### src/rtl/muldiv_sequencer.sv
// muldiv_sequencer: cycle-by-cycle control and EXE stall for the multi-cycle RV32M multiply/divide path.
module muldiv_sequencer #(
  parameter int DIV_ITERS = 32
) (
  input  logic       clk,
  input  logic       resetn,
  input  logic       start_i,
  input  logic       is_div_i,
  input  logic       flush_i,
  input  logic       hold_i,
  output logic [1:0] mul_state_o,
  output logic       mul_en_o,
  output logic       d_init_o,
  output logic       d_advance_o,
  output logic       div_last_o,
  output logic       stall_o,
  output logic       busy_o
);
  typedef enum logic [1:0] {IDLE, MUL, DIV} state_e;
  localparam logic [5:0] LAST = 6'(DIV_ITERS);
  state_e     state_q;
  logic [1:0] mc_q;
  logic [5:0] dc_q;
  logic       busy_q;
  logic       run, idle_go, in_mul, in_div, mul_done, div_done;
  assign run      = !flush_i && !hold_i;
  assign in_mul   = state_q == MUL;
  assign in_div   = state_q == DIV;
  assign idle_go  = state_q == IDLE && start_i && run;
  assign mul_done = in_mul && mc_q == 2'd3;
  assign div_done = in_div && dc_q == LAST;
  assign mul_state_o = in_mul ? mc_q : 2'd0;
  assign mul_en_o    = (idle_go && !is_div_i) || (run && in_mul);
  assign d_init_o    = idle_go && is_div_i;
  assign d_advance_o = run && in_div;
  // the final divide cycle keeps flagging the result even while frozen
  assign div_last_o  = !flush_i && div_done;
  assign stall_o     = !flush_i && (idle_go || (in_mul && !mul_done) || (in_div && !div_done));
  assign busy_o      = busy_q;
  always_ff @(posedge clk) begin
    if (!resetn || flush_i) begin
      state_q <= IDLE;
      mc_q    <= 2'd0;
      dc_q    <= 6'd0;
      busy_q  <= 1'b0;
    end else if (!hold_i) begin
      if (state_q == IDLE && start_i) begin
        state_q <= is_div_i ? DIV : MUL;
        mc_q    <= is_div_i ? 2'd0 : 2'd1;
        dc_q    <= is_div_i ? 6'd1 : 6'd0;
        busy_q  <= 1'b1;
      end else if (mul_done || div_done) begin
        state_q <= IDLE;
        mc_q    <= 2'd0;
        dc_q    <= 6'd0;
        busy_q  <= 1'b0;
      end else begin
        mc_q <= mc_q + 2'(in_mul);
        dc_q <= dc_q + 6'(in_div);
      end
    end
  end
endmodule

### config.mk
export PLATFORM = sky130hd
export DESIGN_NAME = muldiv_sequencer
export DESIGN_NICKNAME = d
export VERILOG_FILES = /design/src/rtl/muldiv_sequencer.sv
export SDC_FILE = /design/constraint.sdc
export NUM_CORES = 1
export LEC_CHECK = 0
export ABC_CLOCK_PERIOD_IN_PS = 1950
export BUFFER_PORTS_ARGS = -buffer_cell sky130_fd_sc_hd__buf_2
export CAP_MARGIN = 20
export CORE_MARGIN = 8
export CORE_UTILIZATION = 33
export DETAILED_ROUTE_END_ITERATION = 10
export GPL_ROUTABILITY_DRIVEN = 0
export PLACE_DENSITY_LB_ADDON = 0.15
export SLEW_MARGIN = 20
export SYNTH_ARGS = -nofsm -noshare
export SYNTH_HDL_FRONTEND = slang
export SYNTH_SLANG_ARGS = --single-unit
### constraint.sdc
create_clock -name clk -period 1.95 [get_ports clk]
set_clock_uncertainty 0.05 [all_clocks]
set_input_delay 0.39 -clock clk [delete_from_list [all_inputs] [get_ports clk]]
set_output_delay 0.39 -clock clk [all_outputs]
set_load 0.02 [all_outputs]
==> results of run 1 <==
-- state kept, by name (all words and copies together), names as in the netlist --
register	count
busy_o	1
mc_q	2
dc_q	6
state_q	2
-- metal layers --
layer / track usage [%] / up-vias / wire [µm]
met2: 17.23 / 18 / 838
met5: 0 / - / 0
li1: - / 319 / -
met3: 3.011 / 0 / 71
met4: 5.102 / 0 / 0
met1: 12.94 / 293 / 780
-- through the flow --
| step | util (%) | instance area, µm² | setup slack [ps] |
|---|---|---|---|
| after floorplan | - | 646.9 | 70.65 |
| after global placement | 43.42 | 817.0 | 13.71 |
| after detailed placement | 43.42 | 817.0 | -5.542 |
| after CTS | 45.88 | 863.3 | -291.8 |
| after global routing | 47.34 | 890.9 | -324.9 |
| final | 47.34 | 890.9 | -288.4 |
-- cells by family after synthesis --
logic type | after synthesis | synth area share [%]
AO/OA/AOI/OAI | 11 | 13.78
XOR/XNOR | 5 | 6.891
adder cells (fa/ha/maj) | 3 | 5.906
buffers and inverters | 3 | 1.772
flip-flops | 11 | 34.65
AND/OR/NAND/NOR | 39 | 37.01
-- cells in the final DEF (no fill, tap or decap), types with 3 or more instances in the layout --
cell type and instances:
buf_2 9, ha_1 3, xnor2_1 3, dfxtp_1 9, buf_4 16, clkbuf_4 3
nor2_1 7, nor3_1 6, nor2b_1 4
-- power groups by stage --
| stage | sequential (mW) | combinational (mW) | clock [mW] |
|---|---|---|---|
| floorplan | 0.236 | 0.0335 | 0 |
| global placement | 0.235 | 0.0622 | 0 |
| detailed placement | 0.235 | 0.0628 | 0 |
| CTS | 0.230 | 0.0646 | 0.160 |
| global route | 0.229 | 0.0738 | 0.175 |
| finish | 0.229 | 0.0668 | 0.158 |
-- what timing repair did --
item / CTS / global route
setup buffers: 1 / 0
resized for setup: 4 / 9
cloned: 0 / 0
setup endpoints to repair: 4 / 5
pin swaps: 2 / 1
-- area by class of cell --
type / instances / share of cell area [%]
clock buffer: 4 / 2.949
timing repair buffer: 25 / 18.54
multi-input combinational: 58 / 49.44
sequential: 11 / 25.28
tap: 27 / 3.792
-- worst min path at each step --
stage | slack (ps) | cells after the start | endpoint
after floorplan | 430 | 1 | dc_q[0]
after global placement | 460 | 1 | busy_o
after detailed placement | 470 | 1 | busy_o
after CTS | 470 | 4 | state_q[1]
after global routing | 500 | 4 | state_q[1]
final | 480 | 4 | mc_q[0]
-- worst max-delay path: stages, from the launching register on --
cell and delay [ps]:
dfxtp_2 330, or4b_4 530, or3_4 350, a2bb2oi_2 130
nor2_1 40, buf_4 150
==> impl_metrics.toml, run 1 <==
[outcome]
outcome = "finished with violations"
violations = "negative setup slack"

[pwr]
internal-power_uw = 336.4
comb_power_share_pct = 14.7
power_switching_uw = 116.8
p_leak_nw = 0.3729
report.power.total_uw = 453.2
seq_power_share_pct = 50.5
vdd.ir_drop.worst_uv = 325.8
clock_power_share_pct = 34.8
powerDensity_mw_per_mm2 = 508.7
p_sw_share_pct = 25.78

[timing]
slew_violations = 0
worst_slew_pin_slew_ps = 244.5
rsz0062_at_grt = "true"
hold_viol_final = 0
period_minus_slack_ps = 2238
finalSetupTns_ps = -507.0
period_share_pct = 114.8
setup_ws_ps = -288.4
fmax_ghz = 0.4468
max_slew_margin_pct = 83.47
fin_hold_ws_ps = 480.1
setup-violations-final = 3

[layout]
fillCellCount = 209
insertedDiodeCount = 0
syn_to_final_growth_pct = 40.16
final_layout_size_suffix_gt1_share_pct = 41.84
nNetsFinal = 108
multi_input_area_um2 = 440.4
final_cell_count_no_fill = 125
register_area_um2 = 225.2

[setup_path]
critPathRequiredTime_ps = 1510
cp-startpoint = "dc_q[0]"
ff2ff_path_depth = 6
ff2ff_setup_slack_ps = -40
start_kind = "flip-flop"
endpoint = "stall_o"
timing.rr.start = "dc_q[0]"
worstPathArrival_ps = 1800
crit_fanout = 2
end_kind = "output port"
crit_type = "flip-flop to output port"
timing.rr.end = "dc_q[0]"

[grt]
grt_pass1_vias = 682
grt_pass1_wl_um = 2973
track_usage_pct = 10.81
grt_max_degree = 16
antenna_found_initial = 0
grt-ovfl-total = 0

[cts]
cts_tree = "done"
holdBufCountCts = 0
cts_root_buf = "clkbuf_4"
clock_path_buffers = 2
clkSinkCount = 11
clock_latency_ps = 260
path_clk_slew_ps = 70
cts_max_level = 1
numCtsBuffers = 3

[worst_hold_path]
hold_path_startpoint = "is_div_i"
hold_path_class = "primary input to flip-flop"

[floorplan]
row_count = 16
die_x_um = 59.89
die_y_um = 59.89
boundaryPins = 14
core-area_mm2 = 0.001882
die-area_mm2 = 0.003586
start_util_pct = 33.78

[routing]
ant_nets = 0
wl_um = 1691
first_pass_iters = 4
drt-initial-drc-count = 16
drc = 0
wl_per_cell_um = 13.53
vias = 630
viasPerCell = 5.040

[flow_run]
drv_cap = 0

[logic_synthesis]
synthDistinctLibCells = 32
synth_top_cell_area_share_pct = 34.65
ys_seq_area_share_pct = 34.65
synthArstFlopShare_pct = 0
synth_area_leaders = "dfxtp_1, nor3_1, ha_1, nor2_1, xnor2_1"
ys_seq_elements = 11
netlist_area_um2 = 635.6
synth.largest_area_cell = "dfxtp_1"
ys_top_cells_by_count = "dfxtp_1, nor2_1, nor3_1"
synth-main-ff-cell = "dfxtp_1"
avgSynthCellArea_um2 = 8.828
synth.most_common_cell = "dfxtp_1"
syn_nets = 81
synthCells = 72
synth_warnings = 0
synth_edf_count = 0

[placed_design]
placed_cells = 120
hpwl_um = 1323
io_buffers = 13
Note: power is estimated with default switching activity, not from simulation.
==> inputs of run 2 (changes only) <==
--- a/config.mk
+++ b/config.mk
@@ -5,6 +5,7 @@
 export SDC_FILE = /design/constraint.sdc
 export NUM_CORES = 1
 export LEC_CHECK = 0
+export ABC_AREA = 1
 export ABC_CLOCK_PERIOD_IN_PS = 1950
 export BUFFER_PORTS_ARGS = -buffer_cell sky130_fd_sc_hd__buf_2
 export CAP_MARGIN = 20
==> run 2 against run 1 <==
  * The run now ends clean
  * Critical path depth down 1
  * Fmax rose by 20%
  * Count of clock-buffer cells in the layout shrank 1
  * Synthesized cell count grew 31%
  * Design area fell by 5.9%
  * First-iteration DRC count decreased by 13%
  * Sequential share of layout area grew 1.1 points
  * Critical path type unchanged
  * Critical endpoint is now mul_en_o
  * Highest routed layer is now met4
==> impl_metrics.toml, run 2 <==
[outcome]
outcome = "finished, final reports clean"

[floorplan]
core-area_mm2 = 0.002002
start_util_pct = 35.37
die-area_mm2 = 0.003884
die_x_um = 62.33
boundaryPins = 14
die_y_um = 62.33
row_count = 16

[logic_synthesis]
synth.most_common_cell = "nand2_1"
ys_seq_elements = 11
synthArstFlopShare_pct = 0
synth.largest_area_cell = "dfxtp_1"
netlist_area_um2 = 708.2
synth_top_cell_area_share_pct = 31.10
synth_warnings = 0
synth_edf_count = 0
ys_top_cells_by_count = "nand2_1, inv_1, dfxtp_1"
syn_nets = 103
synth_area_leaders = "dfxtp_1, nand2_1, nor2_2, inv_1, xor2_1"
synth-main-ff-cell = "dfxtp_1"
synthDistinctLibCells = 22
synthCells = 94
avgSynthCellArea_um2 = 7.534
ys_seq_area_share_pct = 31.10

[grt]
antenna_found_initial = 0
track_usage_pct = 8.407
grt_pass1_vias = 607
grt-ovfl-total = 0
grt_max_degree = 14
grt_pass1_wl_um = 2677

[flow_run]
drv_cap = 0

[routing]
wl_per_cell_um = 10.71
drt-initial-drc-count = 14
vias = 610
wl_um = 1478
drc = 0
viasPerCell = 4.420
first_pass_iters = 4
ant_nets = 0

[setup_path]
end_kind = "output port"
cpPeakStageDelay_ps = 360
crit_chain = "nor3_4 > nand2_1 > a21oi_1 > buf_2"
worstPathArrival_ps = 1430
crit_buf_inv = 1
crit_fanout = 5
start_kind = "flip-flop"
critPathRequiredTime_ps = 1510
crit_type = "flip-flop to output port"
crit_slowest_cell = "dfxtp_1"
critical-path-top-delay-family = "simple AND/OR/NAND/NOR gates"

[timing]
worst_slew_pin_slew_ps = 278.7
fmax_ghz = 0.5357
finalSetupTns_ps = 0
period_minus_slack_ps = 1867
setup-violations-final = 0
slew_violations = 0
period_share_pct = 95.74
hold_viol_final = 0
rsz0062_at_grt = "true"
max_slew_margin_pct = 81.36
fin_hold_ws_ps = 411.5

[pwr]
vdd.ir_drop.worst_uv = 360.7
powerDensity_mw_per_mm2 = 566.6
p_leak_nw = 0.3871

[cts]
numCtsBuffers = 3
cts_tree = "done"
clock_latency_ps = 270
cts_max_level = 1
clkSinkCount = 11
ctsResizeCount = 0
holdBufCountCts = 0
cts_root_buf = "clkbuf_4"
clock_path_buffers = 2
post_cts_buffers = 0
path_clk_slew_ps = 80

[layout]
fillCellCount = 210
final_common_cell = "nand2_1"
nNetsFinal = 121
insertedDiodeCount = 0
syn_to_final_growth_pct = 18.37
final_cell_mix = "nand2_1, buf_2, inv_1, dfxtp_1"
regMostFlops = "dc_q"
final_layout_size_suffix_gt1_share_pct = 33.33
reg_top3 = "dc_q: 6 flops, mc_q: 2 flops, state_q: 2 flops"
largest_register_ffs = 6

[worst_hold_path]
hold_path_class = "primary input to flip-flop"

[placed_design]
hpwl_um = 1183
io_buffers = 13
-- run 2: kinds of logic (layout without fill, tap and decap cells) --
family                     count (synthesis)  in the layout  share of synthesized area (%)
DFF                                       11             11                          31.10
AOI/OAI and AO/OA                          9              9                          6.536
xor gates and xnor gates                   5              5                          6.183
adders and majority gates                  3              3                          5.301
and+or+nand+nor                           52             52                          43.29
buffers and inverters                     14             31                          7.596
-- run 2: worst register-to-register path, cell delays in order (launching register included) --
cell and delay [ps]:
dfxtp_1 420, inv_2 90, nor2_2 180, ha_1 210, nand3_1 80, nor2_1 150
nand3_1 100, xor2_1 170, nor2_2 40
-- run 2: metrics by stage --
step / instance area (µm²) / setup slack, ps / util, % / std cells / total power, mW
2_1_floorplan: 708.2 / 323.5 / - / 94 / 0.2926
3_3_place_gp: 809.5 / 305.1 / 40.44 / 134 / 0.3153
3_5_place_dp: 809.5 / 275.3 / 40.44 / 134 / 0.3151
4_1_cts: 837.1 / 34.01 / 41.81 / 138 / 0.4813
5_1_grt: 838.3 / -10.69 / 41.88 / 138 / 0.5070
6_report: 838.3 / 83.11 / 41.88 / 138 / 0.4750
-- run 2: per-layer routing --
metal	wire length [µm]	share of wire [%]	GRT usage, %
met1	766	52	10.41
met2	602	41	11.90
met3	95	6.4	3.763
met4	13	0.88	4.274
met5	0	0	0
-- run 2: final timing paths --
kind / endpoint / start / slack, ps / depth (start not counted)
hold reg to reg: busy_o / busy_o / 410 / 2
hold / removal: dc_q[1] / hold_i / 410 / 4
setup / recovery: mul_en_o / state_q[1] / 80 / 4
setup reg to reg: dc_q[5] / state_q[1] / 380 / 8
-- run 2: area by class of cell --
type / instances / area (µm²) / area share, %
Multi-Input combinational cell: 69 / 434.2 / 51.79
Sequential cell: 11 / 221.5 / 26.42
Timing Repair Buffer: 14 / 72.57 / 8.657
Inverter: 13 / 48.80 / 5.821
Tap cell: 27 / 33.78 / 4.030
Clock buffer: 3 / 22.52 / 2.687
Clock inverter: 1 / 5.005 / 0.5970
-- run 2: report_power, final --
| group | total [mW] | internal, mW | switching (mW) |
|---|---|---|---|
| registers | 0.234 | 0.229 | 0.00464 |
| logic | 0.0761 | 0.0272 | 0.0489 |
| clock network | 0.165 | 0.0760 | 0.0891 |
